[src/rtl/frame_stream_ctrl.sv]
`default_nettype none
// frame_stream_ctrl: frame sequencer that gates the pixel stream into the line-buffer pipeline.
// Optional stall timeout is enabled by defining FRAME_TIMEOUT_EN.
module frame_stream_ctrl #(
    parameter int IMG_WIDTH      = 512,
    parameter int IMG_HEIGHT     = 512,
    parameter int DRAIN_CYCLES   = 8,
    parameter int TIMEOUT_CYCLES = 65535
) (
    input  logic                          i_clk,
    input  logic                          i_rst,
    input  logic                          i_start,
    input  logic                          i_abort,
    input  logic                          i_intr_clr,
    input  logic                          i_pixel_valid,
    input  logic [7:0]                    i_pixel_data,
    output logic                          o_pixel_ready,
    output logic                          o_pixel_valid,
    output logic [7:0]                    o_pixel_data,
    input  logic                          i_fifo_prog_full,
    output logic                          o_busy,
    output logic                          o_done,
    output logic                          o_line_intr,
    output logic                          o_frame_intr,
    output logic [$clog2(IMG_WIDTH)-1:0]  o_col,
    output logic [$clog2(IMG_HEIGHT)-1:0] o_row,
    output logic                          o_err
);
    localparam int CW = $clog2(IMG_WIDTH);
    localparam int RW = $clog2(IMG_HEIGHT);
    localparam int DW = $clog2(DRAIN_CYCLES + 1);
    localparam logic [CW-1:0] COL_LAST   = CW'(IMG_WIDTH - 1);
    localparam logic [RW-1:0] ROW_LAST   = RW'(IMG_HEIGHT - 1);
    localparam logic [DW-1:0] DRAIN_LAST = DW'(DRAIN_CYCLES - 1);

    typedef enum logic [1:0] {
        IDLE   = 2'd0,
        ACCEPT = 2'd1,
        DRAIN  = 2'd2,
        DONE   = 2'd3
    } state_t;

    state_t        state;
    state_t        state_next;
    logic [DW-1:0] drain_cnt;
    logic          transfer;
    logic          col_last;
    logic          row_last;
    logic          timeout;
    logic          frame_intr_set;

    assign o_pixel_ready = (state == ACCEPT) && !i_fifo_prog_full;
    assign transfer      = i_pixel_valid && o_pixel_ready;
    assign col_last      = (o_col == COL_LAST);
    assign row_last      = (o_row == ROW_LAST);
    assign o_busy        = (state != IDLE);

`ifdef FRAME_TIMEOUT_EN
    localparam int SW = $clog2(TIMEOUT_CYCLES + 1);
    localparam logic [SW-1:0] STALL_LAST = SW'(TIMEOUT_CYCLES - 1);

    logic [SW-1:0] stall_cnt;

    // Counts consecutive ACCEPT cycles without a transfer.
    assign timeout = (state == ACCEPT) && !transfer && (stall_cnt == STALL_LAST);

    always_ff @(posedge i_clk or posedge i_rst) begin
        if (i_rst) begin
            stall_cnt <= '0;
        end else if (state != ACCEPT || transfer) begin
            stall_cnt <= '0;
        end else begin
            stall_cnt <= stall_cnt + SW'(1);
        end
    end

    always_ff @(posedge i_clk or posedge i_rst) begin
        if (i_rst) begin
            o_err <= 1'b0;
        end else if (timeout && !i_abort) begin
            o_err <= 1'b1;
        end else if (i_intr_clr) begin
            o_err <= 1'b0;
        end
    end
`else
    logic unused_timeout;
    assign unused_timeout = (TIMEOUT_CYCLES != 0);
    assign timeout        = 1'b0;
    assign o_err          = 1'b0;
`endif

    always_ff @(posedge i_clk or posedge i_rst) begin
        if (i_rst) begin
            state <= IDLE;
        end else begin
            state <= state_next;
        end
    end

    always_comb begin
        state_next = state;
        case (state)
            IDLE: begin
                if (i_start) state_next = ACCEPT;
            end
            ACCEPT: begin
                if (transfer && col_last && row_last) state_next = DRAIN;
                else if (timeout)                     state_next = DONE;
            end
            DRAIN: begin
                if (drain_cnt == DRAIN_LAST) state_next = DONE;
            end
            DONE:    state_next = IDLE;
            default: state_next = IDLE;
        endcase
        if (i_abort) state_next = IDLE;
    end

    always_ff @(posedge i_clk or posedge i_rst) begin
        if (i_rst) begin
            drain_cnt <= '0;
        end else if (state != DRAIN) begin
            drain_cnt <= '0;
        end else begin
            drain_cnt <= drain_cnt + DW'(1);
        end
    end

    always_ff @(posedge i_clk or posedge i_rst) begin
        if (i_rst) begin
            o_col <= '0;
            o_row <= '0;
        end else if (i_abort || (state == IDLE && i_start)) begin
            o_col <= '0;
            o_row <= '0;
        end else if (transfer) begin
            if (col_last) begin
                o_col <= '0;
                o_row <= row_last ? '0 : o_row + RW'(1);
            end else begin
                o_col <= o_col + CW'(1);
            end
        end
    end

    // The DONE cycle itself also counts as a set so a clear landing there loses.
    assign frame_intr_set = (state_next == DONE) || (state == DONE && !i_abort);

    always_ff @(posedge i_clk or posedge i_rst) begin
        if (i_rst) begin
            o_pixel_valid <= 1'b0;
            o_pixel_data  <= '0;
            o_line_intr   <= 1'b0;
            o_done        <= 1'b0;
            o_frame_intr  <= 1'b0;
        end else begin
            o_pixel_valid <= transfer && !i_abort;
            o_line_intr   <= transfer && col_last && !i_abort;
            o_done        <= (state_next == DONE);
            if (transfer) o_pixel_data <= i_pixel_data;
            if (frame_intr_set)  o_frame_intr <= 1'b1;
            else if (i_intr_clr) o_frame_intr <= 1'b0;
        end
    end
endmodule
`default_nettype wire
[config.mk]
export PLATFORM = sky130hd
export DESIGN_NAME = frame_stream_ctrl
export DESIGN_NICKNAME = d
export VERILOG_FILES = /design/src/rtl/frame_stream_ctrl.sv
export SDC_FILE = /design/constraint.sdc
export NUM_CORES = 1
export LEC_CHECK = 0
export BUFFER_PORTS_ARGS = -buffer_cell sky130_fd_sc_hd__buf_2
export CAP_MARGIN = 15
export CORE_UTILIZATION = 47
export DETAILED_ROUTE_END_ITERATION = 10
export PLACE_DENSITY_LB_ADDON = 0.3
export RECOVER_POWER = 50
export SLEW_MARGIN = 40
export SYNTH_ARGS = -nofsm -noshare
export SYNTH_HDL_FRONTEND = slang
export SYNTH_SLANG_ARGS = --single-unit
[constraint.sdc]
create_clock -name i_clk -period 2 [get_ports i_clk]
set_input_delay 0.1 -clock i_clk [delete_from_list [all_inputs] [get_ports i_clk]]
set_output_delay 0.1 -clock i_clk [all_outputs]
set_load 0.1 [all_outputs]
Word level (Yosys, flattened, before mapping)

Cells that the tools add are included.

Register bits after elaboration: 36
Input bits: 15
Output and inout bits: 33
Word-level logic and storage cells: 53

Add/sub/neg operators: 3
Equality and inequality tests: 8
Mux-type cells: 15
Reductions and logical operators: 18

Operators with widths:

| operator                                      | number |
|---|---|
| two-way mux 9 bit                             | 7 |
| adder 9 x 1 -> 9 bit, second input constant   | 2 |
| == test 9 bit, second input constant          | 2 |
| logical AND 1 bit                             | 8 |
| two-way mux 2 bit                             | 4 |
| case mux 2 bit (4 select lines)               | 1 |
| nonzero test 2 bit                            | 4 |
| == test 2 bit, second input constant          | 3 |
| adder 4 x 1 -> 4 bit, second input constant   | 1 |
| == test 4 x 3 -> 1 bit, second input constant | 1 |
| two-way mux 4 bit                             | 1 |
| == test 2 x 1 -> 1 bit, second input constant | 1 |
| zero test 1 bit                               | 2 |
| zero test 2 bit                               | 1 |
| logical OR 1 bit                              | 2 |
| two-way mux 1 bit                             | 2 |
| != test 2 bit, second input constant          | 1 |
| AND reduction 2 bit                           | 1 |

Logic depth before layout (Yosys ltp)

Depth in word-level cells: 11
Mapped depth: 10
Gate-level depth less buffers: 8

Least setup slack after synthesis

No wires, ideal clock.

Path kind: register to output
Start: register state[1]
End: output o_pixel_ready
Arrival: 2.682 ns
Data required time: 1.900 ns
Slack: -0.782 ns
Cell stages (with the launch flop): 3
Buffers on the path: 1
Path through: dfrtp_1 buf_6 nor3b_1

Word-level cells in the longest chain between the ends: 2

Ends and longest elaborated chain:

| what                     | RTL line | source |
|---|---|---|
| start: declaration       | 43       | `state_t state;` |
| start signal: assignment | 97       | `state <= state_next;` |
| == test 2 x 1 -> 1 bit   | 52       | `assign o_pixel_ready = (state == ACCEPT) && !i_fifo_prog_full;` |
| logical AND 1 bit        | 52       |  |
| end: declaration         | 17       | `output logic o_pixel_ready,` |

Every way passes these cells.

Worst setup path in the final report

Start: register o_col[1]
End: register o_row[7]

Word-level cells in the longest chain between the ends: 3

Ends and longest elaborated chain:

| what                          | RTL line | source |
|---|---|---|
| start: declaration            | 25       | `output logic [$clog2(IMG_WIDTH)-1:0] o_col,` |
| start signal: assignment      | 142      | `o_col <= o_col + CW'(1);` |
| == test 9 bit                 | 54       | `assign col_last = (o_col == COL_LAST);` |
| nonzero test 2 bit (no line)  | n/a      |  |
| AND reduction 2 bit (no line) | n/a      |  |
| end signal: assignment        | 140      | `o_row <= row_last ? '0 : o_row + RW'(1);` |
| end: declaration              | 26       | `output logic [$clog2(IMG_HEIGHT)-1:0] o_row,` |

Every way passes these cells.
A chain may end at the register's enable or synchronous reset.

==> results.md <==
- Area of the core: 3470 sq um
- Iteration-0 DRC Markers: 68
- Mean Syn Cell Area: 9.37 sq um
- Final period util: 0.975
- WL per Instance: 14.0 microns
- Synthesis-stage register bit count: 36
- CTS tree: done
- Max Clock Skew: 0.00670 ns
- DIE WIDTH: 63.6 microns
- Clock Path Buffers: 2
- CTS Sinks: 36
- Global-route wire length before repair: 6.92 mm
- Count leader, synth: nand2_1
- I/O Buffers: 46
- Syn Std Cell Area: approximately 1800 sq um
- Min-Delay Path Class: primary input to flip-flop
- Worst-Margin Slew: roughly 1.2 ns
- Status: finished, final reports clean
- Total power draw: ~2.2 mW
- Pleak: 1.15 nW
- Post-synthesis async set-or-reset flop share: 1.00
- Critical path peak fanout: 9
- Crit. End Element: flip-flop
- Die area: a little over 4000 sq um
- GRT overflow: 0
- DRC Markers: 0
- Primary FF master, synth: dfrtp_1
- Top post-synthesis cells by area: dfrtp_1 51%, nand2_1 8.2%, a21oi_1 3.9%, ha_1 3.5%, nor2_1 3.0%
- Nets@finish: between 200 and 300
- Clock-pin slew on the worst setup and hold paths: 0.07 ns
- Inst Count DP: 287
- CP Data Arrival Time: 2.16 ns
- Area growth from synthesis to layout: 42.5%
- Clk Latency, worst-skew pair: 0.29 ns
- Slew margin rel.: 0.216
- GPL Wtd Cong: 0.779
- Required @ worst endpoint: 2.21 ns
- Die height: 63.6 microns
- Max Clk Rate: 0.513 GHz
- Pins Over Slew Limit: 0
- Syn Nets: between 200 and 250
- Fillers: 271
- Clock root cell: clkbuf_8
- Peak VDD IR: between 700 and 800 uV
- Design Area, Final: roughly 2500 sq um
- Most frequent cells after synthesis: 39 x nand2_1, 36 x dfrtp_1, 14 x a21oi_1, 14 x nor2_1, 9 x nand3_1
- Max-cap violation count: 0
- Total CTS buffers: 5
- Layout cells sized above 1: 0.349
- Area share of the largest cell type after synthesis: 0.506
- Initial antenna violation count: 0
- DR vias/cell: 5.37
- Initial core utilization: 0.513
- Ant. Diodes: 0
- Rows: 21
- DR pass1 iterations: 4
- Crit path time final: 1.95 ns
- Final setup fails: 0
- Detailed-placement wirelength estimate: between 2 and 3 mm
- Final std cells w/o fill: 307
- Sequential area share after synthesis: 0.506
- Power per Cell Area: around 860 nW/um^2
- Final hold vios: 0
- Final WL: approximately 4.3 mm
- EDFF count, synth: 0
- Num ports: 48
- Leading area contributor after synthesis: dfrtp_1
- Critical path class: flip-flop to flip-flop
- Placed cell area: 2220 sq um
- Total track usage: 0.222
- Distinct cells, synth: 37
- H-Tree Level Count: 2
- DRT antenna net count: 0
- Worst setup SP type: flip-flop
- Vias: roughly 1700
- Largest net degree at the start of global routing: 37
- Pre-CTS WS: -0.0256 ns
- Final worst slack: 0.0503 ns
- Number of global-route vias before repair: 1607
- Synth warn: 0
- Mapped Cells: 190
==> path summary, 6_finish.rpt <==
check	from	endpoint	slack [ns]	cells past startpoint
max	o_col[1]$_DFFE_PP0P_	o_row[7]$_DFFE_PP0P_	0.05	8
min	i_abort	state[0]$_DFF_PP0_	0.05	2
max reg2reg	o_col[1]$_DFFE_PP0P_	o_row[7]$_DFFE_PP0P_	0.05	8
min reg2reg	drain_cnt[0]$_DFF_PP0_	drain_cnt[0]$_DFF_PP0_	0.47	1
max in group asynchronous	i_rst	o_col[0]$_DFFE_PP0P_	0.70	4
min in group asynchronous	i_rst	o_pixel_data[4]$_DFFE_PP0P_	0.63	4
==> registers in the layout, indices dropped and copies added, names as in the netlist <==
| register | flops |
|---|---|
| drain_cnt | 4 |
| o_col | 9 |
| o_done | 1 |
| o_frame_intr | 1 |
| o_line_intr | 1 |
| o_pixel_data | 8 |
| o_pixel_valid | 1 |
| o_row | 9 |
| state | 2 |
==> power breakdown <==
part / switching [mW] / internal [mW]
registers: 0.0275 / 0.769
logic: 0.418 / 0.0717
clock network: 0.275 / 0.624
==> metal layers <==
layer / vias up / global-route usage / wire length [microns] / part of all wire
li1: 800 / - / - / -
met1: 796 / 0.267 / 1930 / 0.45
met2: 47 / 0.376 / 2130 / 0.49
met3: 7 / 0.0417 / 160 / 0.037
met4: 0 / 0.111 / 89 / 0.021
met5: - / 0 / 0 / 0
==> layout by cell type, fill, tap and decap left out, types with 3 or more instances in the layout <==
master	netlist	layout
nand3_1	9	7
clkbuf_8	0	5
inv_1	4	4
buf_4	2	17
buf_2	3	36
nand2_1	39	39
nand3b_1	6	6
bufinv_16	0	3
dlygate4sd3_1	0	9
dfrtp_2	0	6
ha_4	0	4
or3_1	4	4
o21ai_0	5	5
dfrtp_1	36	25
clkbuf_1	4	11
a32o_1	3	3
dfrtp_4	0	5
or4_1	3	3
a21oi_1	14	12
a31oi_1	6	6
mux2i_1	3	3
nor2_1	14	12
==> critical path: stages (launching register included) <==
cell	delay (ns)
dfrtp_4	0.43
ha_4	0.13
and3_4	0.21
nand3_4	0.08
nor2_4	0.13
ha_4	0.19
nand2_8	0.07
or4_1	0.47
a31oi_1	0.14
==> layout make-up <==
type                       instances  area [sq um]  area share
clock buffer                       5          68.8      0.0271
multi-input combinational        139           935       0.368
sequential                        36           927       0.365
tap                               46          57.6      0.0227
inverter                           4          15.0     0.00592
timing repair buffer              74           444       0.175
clock inverter                     3          90.1      0.0355
==> cell families (layout without fill, tap and decap cells) <==
| family | after synthesis | count (layout) | share of synthesized area |
|---|---|---|---|
| adder cells (fa/ha/maj) | 5 | 5 | 0.0351 |
| multiplexers | 3 | 3 | 0.0169 |
| AO/OA/AOI/OAI | 32 | 32 | 0.112 |
| buffers and inverters | 15 | 86 | 0.0422 |
| other | 1 | 1 | 0.00211 |
| AND/OR/NAND/NOR | 96 | 96 | 0.276 |
| flip-flops | 36 | 36 | 0.506 |
| XOR/XNOR | 2 | 2 | 0.00984 |
==> what timing repair did <==
item | in CTS | in global routing
setup endpoints to repair | 3 | 5
buffers inserted | 0 | 3
resized for setup | 3 | 9
hold buffers | 9 | 0
endpoints found under the hold margin | 44 | 0
cloned | 0 | 0
pin swaps | 0 | 7
==> metrics by stage <==
step / hold WS [ns] / setup TNS, ns / util
finish: 0.0476 / 0 / 0.732
global route: 0.0600 / -0.0122 / 0.732
CTS: 0.0454 / 0 / 0.715
detailed placement: 0.228 / -0.0493 / 0.639
global placement: 0.227 / 0 / 0.639
floorplan: 0.163 / -1.18 / -
(Power assumes the default switching activity.)
